`config.mk`:
```
export PLATFORM = sky130hd
export DESIGN_NAME = if_id_skid_stage
export DESIGN_NICKNAME = d
export VERILOG_FILES = /design/src/rtl/if_id_skid_stage.sv
export SDC_FILE = /design/constraint.sdc
export NUM_CORES = 1
export LEC_CHECK = 0
export CORE_UTILIZATION = 50
export CTS_BUF_LIST = sky130_fd_sc_hd__clkbuf_16
export DETAILED_ROUTE_END_ITERATION = 10
export PLACE_DENSITY_LB_ADDON = 0.05
export RECOVER_POWER = 50
export SYNTH_ARGS = -nofsm -noshare
export SYNTH_HDL_FRONTEND = slang
export SYNTH_SLANG_ARGS = --single-unit
```
`constraint.sdc`:
```
create_clock -name clk -period 2.16 [get_ports clk]
set_clock_uncertainty 0.15 [all_clocks]
set_input_delay 0.432 -clock clk [delete_from_list [all_inputs] [get_ports clk]]
set_output_delay 0.432 -clock clk [all_outputs]
set_load 0.05 [all_outputs]
```
`src/rtl/if_id_skid_stage.sv`:
```
// if_id_skid_stage
//   IF/ID pipeline stage with a valid/ready handshake on both sides. Two entries
//   of storage (main + skid) allow one beat per cycle while in_ready stays a
//   pure register output. flush empties the stage. stall_cnt is a saturating
//   count of cycles in which decode refused a valid beat.
//
// Ports
//   clk, rst            clock; synchronous active-low reset
//   in_valid/in_ready   fetch-side handshake (in_ready registered)
//   pc_in, pc_plus_4_in, inst_in   fetch payload
//   flush               drop every held and incoming beat this cycle
//   out_valid/out_ready decode-side handshake (out_valid registered)
//   pc_out, pc_plus_4_out, inst_out  payload of the head entry
//                                    (inst_out is NOP_INST while empty)
//   occupancy           entries held, 0..2
//   stall_cnt           saturating count of out_valid & ~out_ready cycles
module if_id_skid_stage #(
   parameter int              XLEN     = 32,
   parameter int              ILEN     = 32,
   parameter logic [ILEN-1:0] NOP_INST = 32'h0000_0013,
   parameter int              CNT_W    = 16
) (
   input  logic             clk,
   input  logic             rst,
   input  logic             in_valid,
   output logic             in_ready,
   input  logic [XLEN-1:0]  pc_in,
   input  logic [XLEN-1:0]  pc_plus_4_in,
   input  logic [ILEN-1:0]  inst_in,
   input  logic             flush,
   output logic             out_valid,
   input  logic             out_ready,
   output logic [XLEN-1:0]  pc_out,
   output logic [XLEN-1:0]  pc_plus_4_out,
   output logic [ILEN-1:0]  inst_out,
   output logic [1:0]       occupancy,
   output logic [CNT_W-1:0] stall_cnt
);

   typedef struct packed {
      logic [XLEN-1:0] pc;
      logic [XLEN-1:0] pc4;
      logic [ILEN-1:0] inst;
   } beat_t;

   // Encoding doubles as the occupancy count.
   typedef enum logic [1:0] {
      EMPTY = 2'd0,
      BUSY  = 2'd1,
      FULL  = 2'd2
   } state_t;

   localparam beat_t CLR_BEAT = '{pc: '0, pc4: '0, inst: NOP_INST};

   state_t state;
   beat_t  main_q;
   beat_t  skid_q;
   beat_t  in_beat;
   logic   in_fire;
   logic   out_fire;

   assign in_beat  = '{pc: pc_in, pc4: pc_plus_4_in, inst: inst_in};

   // Both handshake flags are decoded straight from the state register, so
   // neither has a combinational path from out_ready or flush.
   assign out_valid = (state != EMPTY);
   assign in_ready  = (state != FULL);
   assign in_fire   = in_valid & in_ready;
   assign out_fire  = out_valid & out_ready;

   assign occupancy     = state;
   assign pc_out        = main_q.pc;
   assign pc_plus_4_out = main_q.pc4;
   assign inst_out      = out_valid ? main_q.inst : NOP_INST;

   always_ff @(posedge clk) begin
      if (!rst) begin
         state     <= EMPTY;
         main_q    <= CLR_BEAT;
         skid_q    <= CLR_BEAT;
         stall_cnt <= '0;
      end else begin
         if (out_valid && !out_ready && stall_cnt != {CNT_W{1'b1}})
            stall_cnt <= stall_cnt + 1'b1;

         if (flush) begin
            // Any beat accepted this cycle is discarded; skid is left stale.
            state  <= EMPTY;
            main_q <= CLR_BEAT;
         end else begin
            case (state)
               EMPTY: if (in_fire) begin
                  main_q <= in_beat;
                  state  <= BUSY;
               end
               BUSY: case ({in_fire, out_fire})
                  2'b11: main_q <= in_beat;
                  2'b10: begin
                     skid_q <= in_beat;
                     state  <= FULL;
                  end
                  // main keeps its payload; inst_out is masked while EMPTY.
                  2'b01: state <= EMPTY;
                  default: ;
               endcase
               FULL: if (out_fire) begin
                  main_q <= skid_q;
                  state  <= BUSY;
               end
               default: state <= EMPTY;
            endcase
         end
      end
   end

endmodule

```
## Yosys cells after proc, flatten, opt, wreduce, memory -nomap -nowiden

Index checks and enable logic that the tools add are counted.

| word-level totals | value |
|---|---|
| register bits | 210 |
| bits in latches | 0 |
| memory bits (writable) | 0 |
| ROM bits | 0 |
| input port bits | 101 |
| output and inout port bits | 116 |
| logic and storage cells | 43 |
| memories | 0 |

| cells by class | value |
|---|---|
| add/sub/neg operators | 1 |
| multiply operators | 0 |
| div/mod/pow operators | 0 |
| $lt $le $gt $ge | 0 |
| equal/unequal tests | 11 |
| shifts and indexed selects | 0 |
| muxes and demuxes | 9 |
| bitwise operators | 4 |
| reductions and logical operators | 10 |

Operator list:

| operator | number |
|---|---|
| $mux W96 | 3 |
| $pmux W96 S3 | 1 |
| $mux W32 | 1 |
| $add A16 B1 Y16 const B | 1 |
| $ne A16 B16 Y1 const B | 1 |
| $eq A2 B2 Y1 const B | 3 |
| $ne A2 B2 Y1 const B | 3 |
| $pmux W2 S3 | 1 |
| $reduce_and A3 Y1 | 2 |
| $eq A2 B1 Y1 const B | 2 |
| $mux W2 | 2 |
| $pmux W2 S2 | 1 |
| $reduce_and A4 Y1 | 1 |
| $ne A3 B2 Y1 const B | 1 |
| $reduce_bool A3 Y1 | 1 |
| $and A1 B1 Y1 | 2 |
| $logic_and A1 B1 Y1 | 2 |
| $logic_not A2 Y1 | 1 |
| $ne A2 B1 Y1 const B | 1 |
| $not A1 Y1 | 2 |
| $reduce_bool A2 Y1 | 1 |
| $reduce_or A2 Y1 | 1 |
| $logic_not A1 Y1 | 1 |

## Longest topological paths before layout

| depth | value |
|---|---|
| word-level depth | 5 |
| gate-level depth with buffers | 8 |

## Worst setup path after synthesis

No wires, ideal clock.

| timing path | value |
|---|---|
| path kind | register -> output |
| from | register state[1] (netlist: occupancy[1]) |
| to | output inst_out[10] |
| arrival | 1.925 ns |
| slack | -0.347 ns |
| stages on the path, launching flop included | 5 |
| path through | dfxtp_1 -> buf_2 -> nor2_1 -> clkbuf_1 -> nor2b_1 |

| on the way | value |
|---|---|
| longest elaborated chain between the ends | 2 |

Ends and longest elaborated chain:

| what | line | text |
|---|---|---|
| start: declaration | 55 | `state_t state;` |
| start signal: assignment | 78 | `state <= EMPTY;` |
| start signal: assignment | 88 | `state <= EMPTY;` |
| start signal: assignment | 94 | `state <= BUSY;` |
| $reduce_bool A2 Y1 | 66 | `assign out_valid = (state != EMPTY);` |
| $mux W32 | 74 | `assign inst_out = out_valid ? main_q.inst : NOP_INST;` |
| end: declaration | 35 | `output logic [ILEN-1:0] inst_out,` |

No other way between the ends.

## Worst setup path in the final report

| timing path | value |
|---|---|
| from | register state[1] (netlist: occupancy[1]) |
| to | output inst_out[4] |

Same word-level chain as after synthesis.

==> impl_metrics.toml <==
[logic_synthesis]
synth_nets = 1164
syn_area_per_cell_um2 = 8.85
ys.flop_type = "dfxtp_1"
synth_edf_count = 0
synth-seq-cells = 210
synthArstFlopShare_pct = 0
synth_cell_types = 41
synth_top_area_share_pct = 44.7
netlist_top_cells_area = "dfxtp_1 45%, mux2i_1 10%, nand2_1 8.3%"
netlist_instances = 1062
yosysSeqAreaShare_pct = 44.7
syn_area_mm2 = 0.00940
yosysTopAreaCell = "dfxtp_1"
yosys_warnings = 0

[setup_path]
r2r-end = "stall_cnt[7]"
path_max_fanout = 9
rr_worst_depth = 7
worst_ep_required_time_ns = 1.58
critPathArrivalTime_ns = 1.59
r2r-start = "occupancy[1]"
crit_path_start_kind = "flop"
critical_path.endpoint_type = "output pin"
reg2reg_slack_ns = 0.17
crit_type = "reg2out"

[sta]
layout_setup_ws_ns = -0.0168
grt_setup_unrepaired = "true"
setup_viol = 5
finalCritPeriodShare_pct = 101
report.final.slew_viol_count = 0
period_needed_ns = 2.18
hold_slack_ns = 0.0882
worstMarginPinSlew_ns = 0.641
finalHoldViolCount = 0
fmax_mhz = 459
maxSlewHeadroom_pct = 57.2

[cts]
cts.sinks = 210
clk_pin_slew_ns = 0.06
clk_path_buf_depth = 3
cts_buffers = 23
worstSkewPairLatency_ns = 0.49
cts-root-buf = "clkbuf_16"
cts_tree = "yes"
hold_buffers = 0
cts_max_level = 1

[route]
routed_wl_um = 22000
num_vias = 7439
route.detailed.drc = 12
first_iter_violations = 383
route.detailed.wl_per_inst_um = 15.2
ant_nets = 0
vias_per_cell = 5.13
dr.pass1.iters = 9

[floorplanning]
rows = 49
die_y_um = 139
start_util_pct = 51.6
die_w_um = 139
fp.dieArea_mm2 = 0.0193
coreArea_mm2 = 0.0182
ios = 217

[finish]
layout.nets = 1307
fin_cells = 1449
area_growth_pct = 31.3
diodes = 0
final_util_pct = 67.8
filler_cell_count = 1553
drive_above_1_share_pct = 13.0

[hold_path]
hp-class = "in2reg"
min_delay_path_depth = 2
min_to = "skid_q[0]"
hp-start = "rst"

[pwr]
power.leakage_nw = 5.59
ir_drop_uv = 484
power_density_mw_per_mm2 = 695

[outcome]
run_status = "complete, but fails checks"
violations = "DRC, setup timing"

[flow_run]
drv_cap = 0

[grt]
track_usage_pct = 22.2
grt_overflow = 0
antenna_found_initial = 0
grt_pass1_vias = 6981
grt_max_degree = 56
grt_pass1_wl_um = 35200

[place]
place_inst = 1400
pre_cts_ws_ns = -0.124
place.gp.congestion = 0.767
portBuffers = 216
place_hpwl_um = 14300
-- metal layers --
metal  part of all wire (%)  up-vias  GRT usage [%]  wire (µm)
met2                     48      162           38.3      10400
li1                       -     3819              -          -
met4                    1.5        0           4.80        338
met3                    6.1       23           5.11       1340
met5                      0        -              0          0
met1                     45     3435           28.1       9850
-- synth_stat cells (6+ instances only) --
master,instances
a211oi_1,95
a21boi_0,56
a21boi_1,37
a21oi_1,9
and2_1,12
and3_1,6
buf_2,29
buf_4,65
buf_6,8
clkbuf_1,41
dfxtp_1,210
mux2i_1,96
nand2_1,207
nand3_1,9
nor2_1,97
nor2b_1,32
o21ai_0,6
xor2_1,10
-- final cells by class --
| cell class | count | area (µm²) | area share (%) |
|---|---|---|---|
| clock buffer | 23 | 576 | 4.66 |
| clock inverter | 17 | 78.8 | 0.639 |
| inverter | 3 | 11.3 | 0.0913 |
| multi-input combinational | 703 | 4510 | 36.5 |
| sequential | 210 | 4210 | 34.1 |
| tap | 229 | 287 | 2.32 |
| timing repair buffer | 264 | 2660 | 21.6 |
-- critical path: stages, from the launching register on --
cell     delay [ns]
dfxtp_4        0.35
nor2_4         0.19
buf_4          0.17
buf_12         0.14
or2_4          0.13
buf_12         0.13
-- layout by cell type (no fill, tap or decap), drive strengths merged, types with 2 or more instances in the layout --
cell             n
a21oi            9
o21ai            6
clkinvlp         3
and2            12
mux2i           96
and3             7
nor4b            2
clkinv           8
dlygate4sd2     77
and4             3
nand4            2
clkdlybuf4s50   99
inv              9
a211oi          95
nand3            9
clkbuf          30
nor2b           32
dfxtp          210
xor2            10
nand2          207
or2              3
a21boi          93
a2111oi          2
buf             80
nand2b           4
nor2            98
-- cell families after synthesis --
| family | synth area share [%] |
|---|---|
| AND/OR/NAND/NOR | 17.5 |
| AO/OA/AOI/OAI | 16.8 |
| flip-flops | 44.7 |
| buffers and inverters | 9.58 |
| multiplexers | 10.2 |
| XOR/XNOR | 1.03 |
| adder cells (fa/ha/maj) | 0.133 |
-- state kept, by name (all words and copies together) (netlist names) --
signal	count
stall_cnt	16
skid_q	96
main_q	32
pc_plus_4_out	32
pc_out	32
occupancy	2
-- per-stage QoR --
step	cell area (µm²)	TNS (ns)	power [mW]
6_report	12300	-0.0411	8.58
5_1_grt	12300	-0.840	8.90
4_1_cts	12300	-0.760	8.64
3_5_place_dp	11600	-8.46	5.22
3_3_place_gp	11600	-1.98	5.21
2_1_floorplan	9570	0	4.82
-- repair_timing --
item | in CTS | in global routing
gates resized for setup | 94 | 4
setup buffers | 2 | 5
pin swaps | 1 | 1
endpoints found under the setup margin | 89 | 20
gates cloned | 1 | 1
-- worst max path at each step --
stage | start | endpoint | slack (ns) | cells past startpoint
6_report | occupancy[1] | inst_out[4] | -0.02 | 5
4_1_cts | occupancy[0] | out_valid | -0.1 | 4
5_1_grt | occupancy[1] | inst_out[4] | -0.06 | 5
3_3_place_gp | out_ready | skid_q[11] | -0.04 | 8
2_1_floorplan | occupancy[1] | inst_out[0] | 0.04 | 4
3_5_place_dp | out_ready | skid_q[27] | -0.12 | 8
-- power breakdown --
| part | switching, mW | internal (mW) |
|---|---|---|
| logic | 0.626 | 0.466 |
| registers | 0.0553 | 3.98 |
| clock network | 1.53 | 1.92 |
(Power assumes the default switching activity.)
==> RTL change 1, RTL diff (same settings) <==
Register the output `stall_cnt` once more, cleared by the reset; this adds one clock of latency there. The other outputs are not delayed to match. Comments in the files are not updated.
--- a/src/rtl/if_id_skid_stage.sv
+++ b/src/rtl/if_id_skid_stage.sv
@@ -53,4 +53,6 @@
    localparam beat_t CLR_BEAT = '{pc: '0, pc4: '0, inst: NOP_INST};
 
+   logic [CNT_W-1:0] stall_cnt_s0;
+
    state_t state;
    beat_t  main_q;
@@ -79,8 +81,8 @@
          main_q    <= CLR_BEAT;
          skid_q    <= CLR_BEAT;
-         stall_cnt <= '0;
+         stall_cnt_s0 <= '0;
       end else begin
-         if (out_valid && !out_ready && stall_cnt != {CNT_W{1'b1}})
-            stall_cnt <= stall_cnt + 1'b1;
+         if (out_valid && !out_ready && stall_cnt_s0 != {CNT_W{1'b1}})
+            stall_cnt_s0 <= stall_cnt_s0 + 1'b1;
 
          if (flush) begin
@@ -114,4 +116,12 @@
    end
 
+   always_ff @(posedge clk) begin
+      if (!rst) begin
+         stall_cnt <= '0;
+      end else begin
+         stall_cnt <= stall_cnt_s0;
+      end
+   end
+
 endmodule
 
Function: changed (Yosys sat finds a counterexample within 4 cycles, from zero or initial values and one cycle with rst low).
==> RTL change 1 against the original RTL <==
  * Sequential power increased by 7.2%
  * First-iteration DRC count grew 19%
  * Largest power group unchanged
  * Via count up 13%
  * Critical path depth is the same
  * Cell area up 1.1%
  * Routed wire length rose by 11%
  * Power up 6.8%
  * Synthesized area increased by 0.84%
  * Count of clock-buffer cells in the layout grew 2
  * Non-clock buffer count up 11
  * Setup slack improved by 24 ps
  * Global-route usage is 2.8 points higher
  * Sequential cell count grew 16
==> RTL change 1: results <==
group,metric,value,unit
final_layout,multiInputGateArea,0.00425,mm²
route,wl_met1,10.6,mm
outcome,status,"finished clean",
route,drtIter0Drc,456,
timing,tightest_slew,689,ps
route,wl_met2,11.4,mm
global_routing,grt_max_degree,75,
min_path,hp-start,"skid_q[28]",
final_layout,drive_above_1_share,0.124,
synthesis,syn_nets,1304,
worst_setup_path,crit-reg2reg-launch,"occupancy[0]",
final_layout,seqCellArea,0.00453,mm²
synthesis,yosys_register_bits,226,
clock_network,cts-root-buf,"clkbuf_16",
final_layout,clock_area_frac,0.0575,
global_routing,use_met2,0.414,
route,first_pass_iters,4,
global_routing,grt_pass1_vias,7981,
global_routing,grtUsageTotal,0.249,
power,irDropWorstVdd,624,µV
timing,whs,303,ps
min_path,hold_end,"skid_q[28]",
final_layout,nMultiInputCombCells,815,
route,dr_wl_met3,1.69,mm
synthesis,synth_common_cells,"nand2_1, dfxtp_1, nor2_1",
worst_setup_path,r2r_cells,8,
placement,place_congestion,0.815,
global_routing,grt_pass1_wl,39.9,mm
worst_setup_path,crit_fanout,8,
final_layout,final_nets,1449,
global_routing,grt_antenna_before_repair,3,
global_routing,met3_usage,0.0471,
global_routing,grtUsageMet1,0.324,
final_layout,antenna_cells,4,
clock_network,tritoncts.num_buffers,24,
final_layout,n_all_buffers,275,
worst_setup_path,worstSetupEndpoint,"out_valid",
worst_setup_path,critPathArrivalTime,1570,ps
final_layout,inverters_excl_clock,5,
synthesis,ys_seq_area_frac,0.478,
final_layout,final-nonclk-buf-share,0.213,
final_layout,fillers,1592,
route,vias,8434,
placement,post-dp-hpwl,15.5,mm
clock_network,insertion_delay,500,ps
worst_setup_path,reg2reg_to,"pc_out[3]",
power,leakagePower,0.00498,µW
min_path,hold_class,"reg2reg",
final_layout,clock_buffers,25,
route,wl,24.3,mm
final_layout,largest_reg_flops,96,
## RTL change 1: cell count changes after synthesis, moves of 7 or more
| cell | change |
|---|---|
| a211oi_1 | -95 |
| a21boi_0 | -56 |
| a21boi_1 | -37 |
| a21oi_1 | +90 |
| a311oi_1 | +94 |
| buf_6 | -8 |
| clkbuf_1 | +15 |
| dfxtp_1 | +16 |
| mux2_2 | +8 |
| mux2i_1 | -94 |
| nand2_1 | +184 |
| nor2_1 | +14 |
| nor3_1 | +7 |
| xor2_1 | -10 |
## RTL change 1: power breakdown
group          switching, µW  internal [µW]
Combinational            637            433
Clock                   1580           2190
Sequential              51.4           4270
## RTL change 1: what timing repair did
| item | CTS | global route |
|---|---|---|
| buffers inserted | 9 | 0 |
| hold buffers | 0 | 0 |
| endpoints found under the hold margin | 0 | 0 |
| pin swaps | 1 | 1 |
| resized for setup | 95 | 13 |
| endpoints found under the setup margin | 106 | 33 |
| cloned | 1 | 0 |
## RTL change 1: cell families after synthesis
kind of cell    after synthesis  share of synthesized area
buf+inv                     161                     0.0956
flops                       226                      0.478
simple gates                596                      0.264
fa+ha+maj                     1                    0.00132
mux                          11                     0.0128
compound gates              207                      0.149
## RTL change 1: stage by stage
stage / instances / cell area (µm²) / setup slack [ps] / power (µW) / setup TNS (ps)
3_3_place_gp: 1542 / 11800 / -131 / 5530 / -2740
5_1_grt: 1594 / 12500 / -54.0 / 9530 / -795
3_5_place_dp: 1542 / 11800 / -147 / 5540 / -8510
6_report: 1595 / 12500 / 7.37 / 9160 / 0
4_1_cts: 1593 / 12600 / -11.0 / 9300 / -27.4
2_1_floorplan: 1202 / 9650 / 137 / 5080 / 0
## RTL change 1: critical path: cells and delay by family (launching register included)
family / cells / cell delay, ps
buf+inv: 4 / 490
flops: 1 / 360
simple gates: 1 / 210
==> RTL change 2, RTL diff (same settings) <==
Made on the original files. Change the parameter `XLEN` from 32 to 48.
--- a/src/rtl/if_id_skid_stage.sv
+++ b/src/rtl/if_id_skid_stage.sv
@@ -16,5 +16,5 @@
 //   stall_cnt           saturating count of out_valid & ~out_ready cycles
 module if_id_skid_stage #(
-   parameter int              XLEN     = 32,
+   parameter int              XLEN     = 48,
    parameter int              ILEN     = 32,
    parameter logic [ILEN-1:0] NOP_INST = 32'h0000_0013,
Ports: changed (resized pc_in, pc_out, pc_plus_4_in and pc_plus_4_out); port bits go from 217 to 281. The function was not compared with the original's and may differ.
==> RTL change 2 against the original RTL <==
  * The run ends with negative setup slack left
  * Synthesized area grew 25%
  * Sequential cell count grew 64
  * Sequential power up 31%
  * Setup slack worse by 26 ps
  * Cell area grew 27%
  * Via count increased by 44%
  * Global-route usage is 3.7 points higher
  * Routed wire length rose by 44%
  * Power is 42% higher
  * Count of clock-buffer cells in the layout rose by 8
  * Core utilization is 0.92 points higher
  * Critical path depth unchanged
  * Largest cell class is now sequential cells
==> RTL change 2: results <==
group,metric,value,unit
outcome,status,"finished, violations left",
global_routing,grtUsageMet1,0.328,
min_path,hold_class,"reg2reg",
global_routing,grt_antenna_before_repair,4,
synthesis,synthTopCellsByArea,"dfxtp_1, nand2_1, a311oi_1",
timing,setup_ws,-42.9,ps
placement,dp_cells,1956,
final_layout,largest_reg_flops,128,
timing,whs,302,ps
worst_setup_path,critPathArrivalTime,1620,ps
placement,place_area,0.0146,mm²
min_path,hold_end,"skid_q[43]",
timing,slew_headroom,0.550,
global_routing,grtUsageTotal,0.259,
outcome,violations,"negative setup slack",
global_routing,met3_usage,0.0582,
placement,portBuffers,280,
worst_setup_path,crit_fanout,6,
worst_setup_path,r2r_cells,8,
final_layout,final_nets,1825,
global_routing,grt_max_degree,90,
synthesis,synth_mux_area_frac,0.00770,
power,leakagePower,0.00623,µW
final_layout,drive_above_1_share,0.122,
clock_network,tritoncts.num_buffers,30,
synthesis,synth_compound_area_frac,0.160,
route,first_pass_iters,5,
placement,post-dp-hpwl,20.3,mm
synthesis,synth_common_cells,"nand2_1, dfxtp_1, nor2_1",
timing,finalSetupViolations,25,
synthesis,synth-xor-area-share,0,
synthesis,ys_seq_area_frac,0.469,
min_path,hp-start,"skid_q[43]",
global_routing,grt_pass1_vias,10100,
==> RTL change 2: cell types whose count changed after synthesis, sizes merged, moves of 87 or more <==
cell,unedited run,this run
a211oi,95,0
mux2i,96,9
a21boi,93,0
a311oi,0,126
a21oi,9,133
nand2,207,526
==> RTL change 2: power groups by stage <==
stage                     logic, µW  registers, µW  clock network [µW]
after floorplan                 900           5360                   0
after detailed placement       1470           5380                   0
after global routing           1530           5280                5760
after CTS                      1460           5260                5550
final                          1430           5260                5460
after global placement         1460           5380                   0
==> RTL change 2: layout make-up <==
class,instances,area (µm²)
diodes,4,10.0
clock buffers,31,776
clock inverters,25,294
fillers,1966,7130
inverters,4,22.5
multi-input cells,1027,5230
flip-flops and latches,274,5490
well taps,313,392
repair buffers,354,3430
==> RTL change 2: routing by layer <==
metal,up-vias,wire length (µm)
li1,5346,-
met1,4965,13500
met2,321,15000
met3,52,2340
met4,0,801
met5,-,0
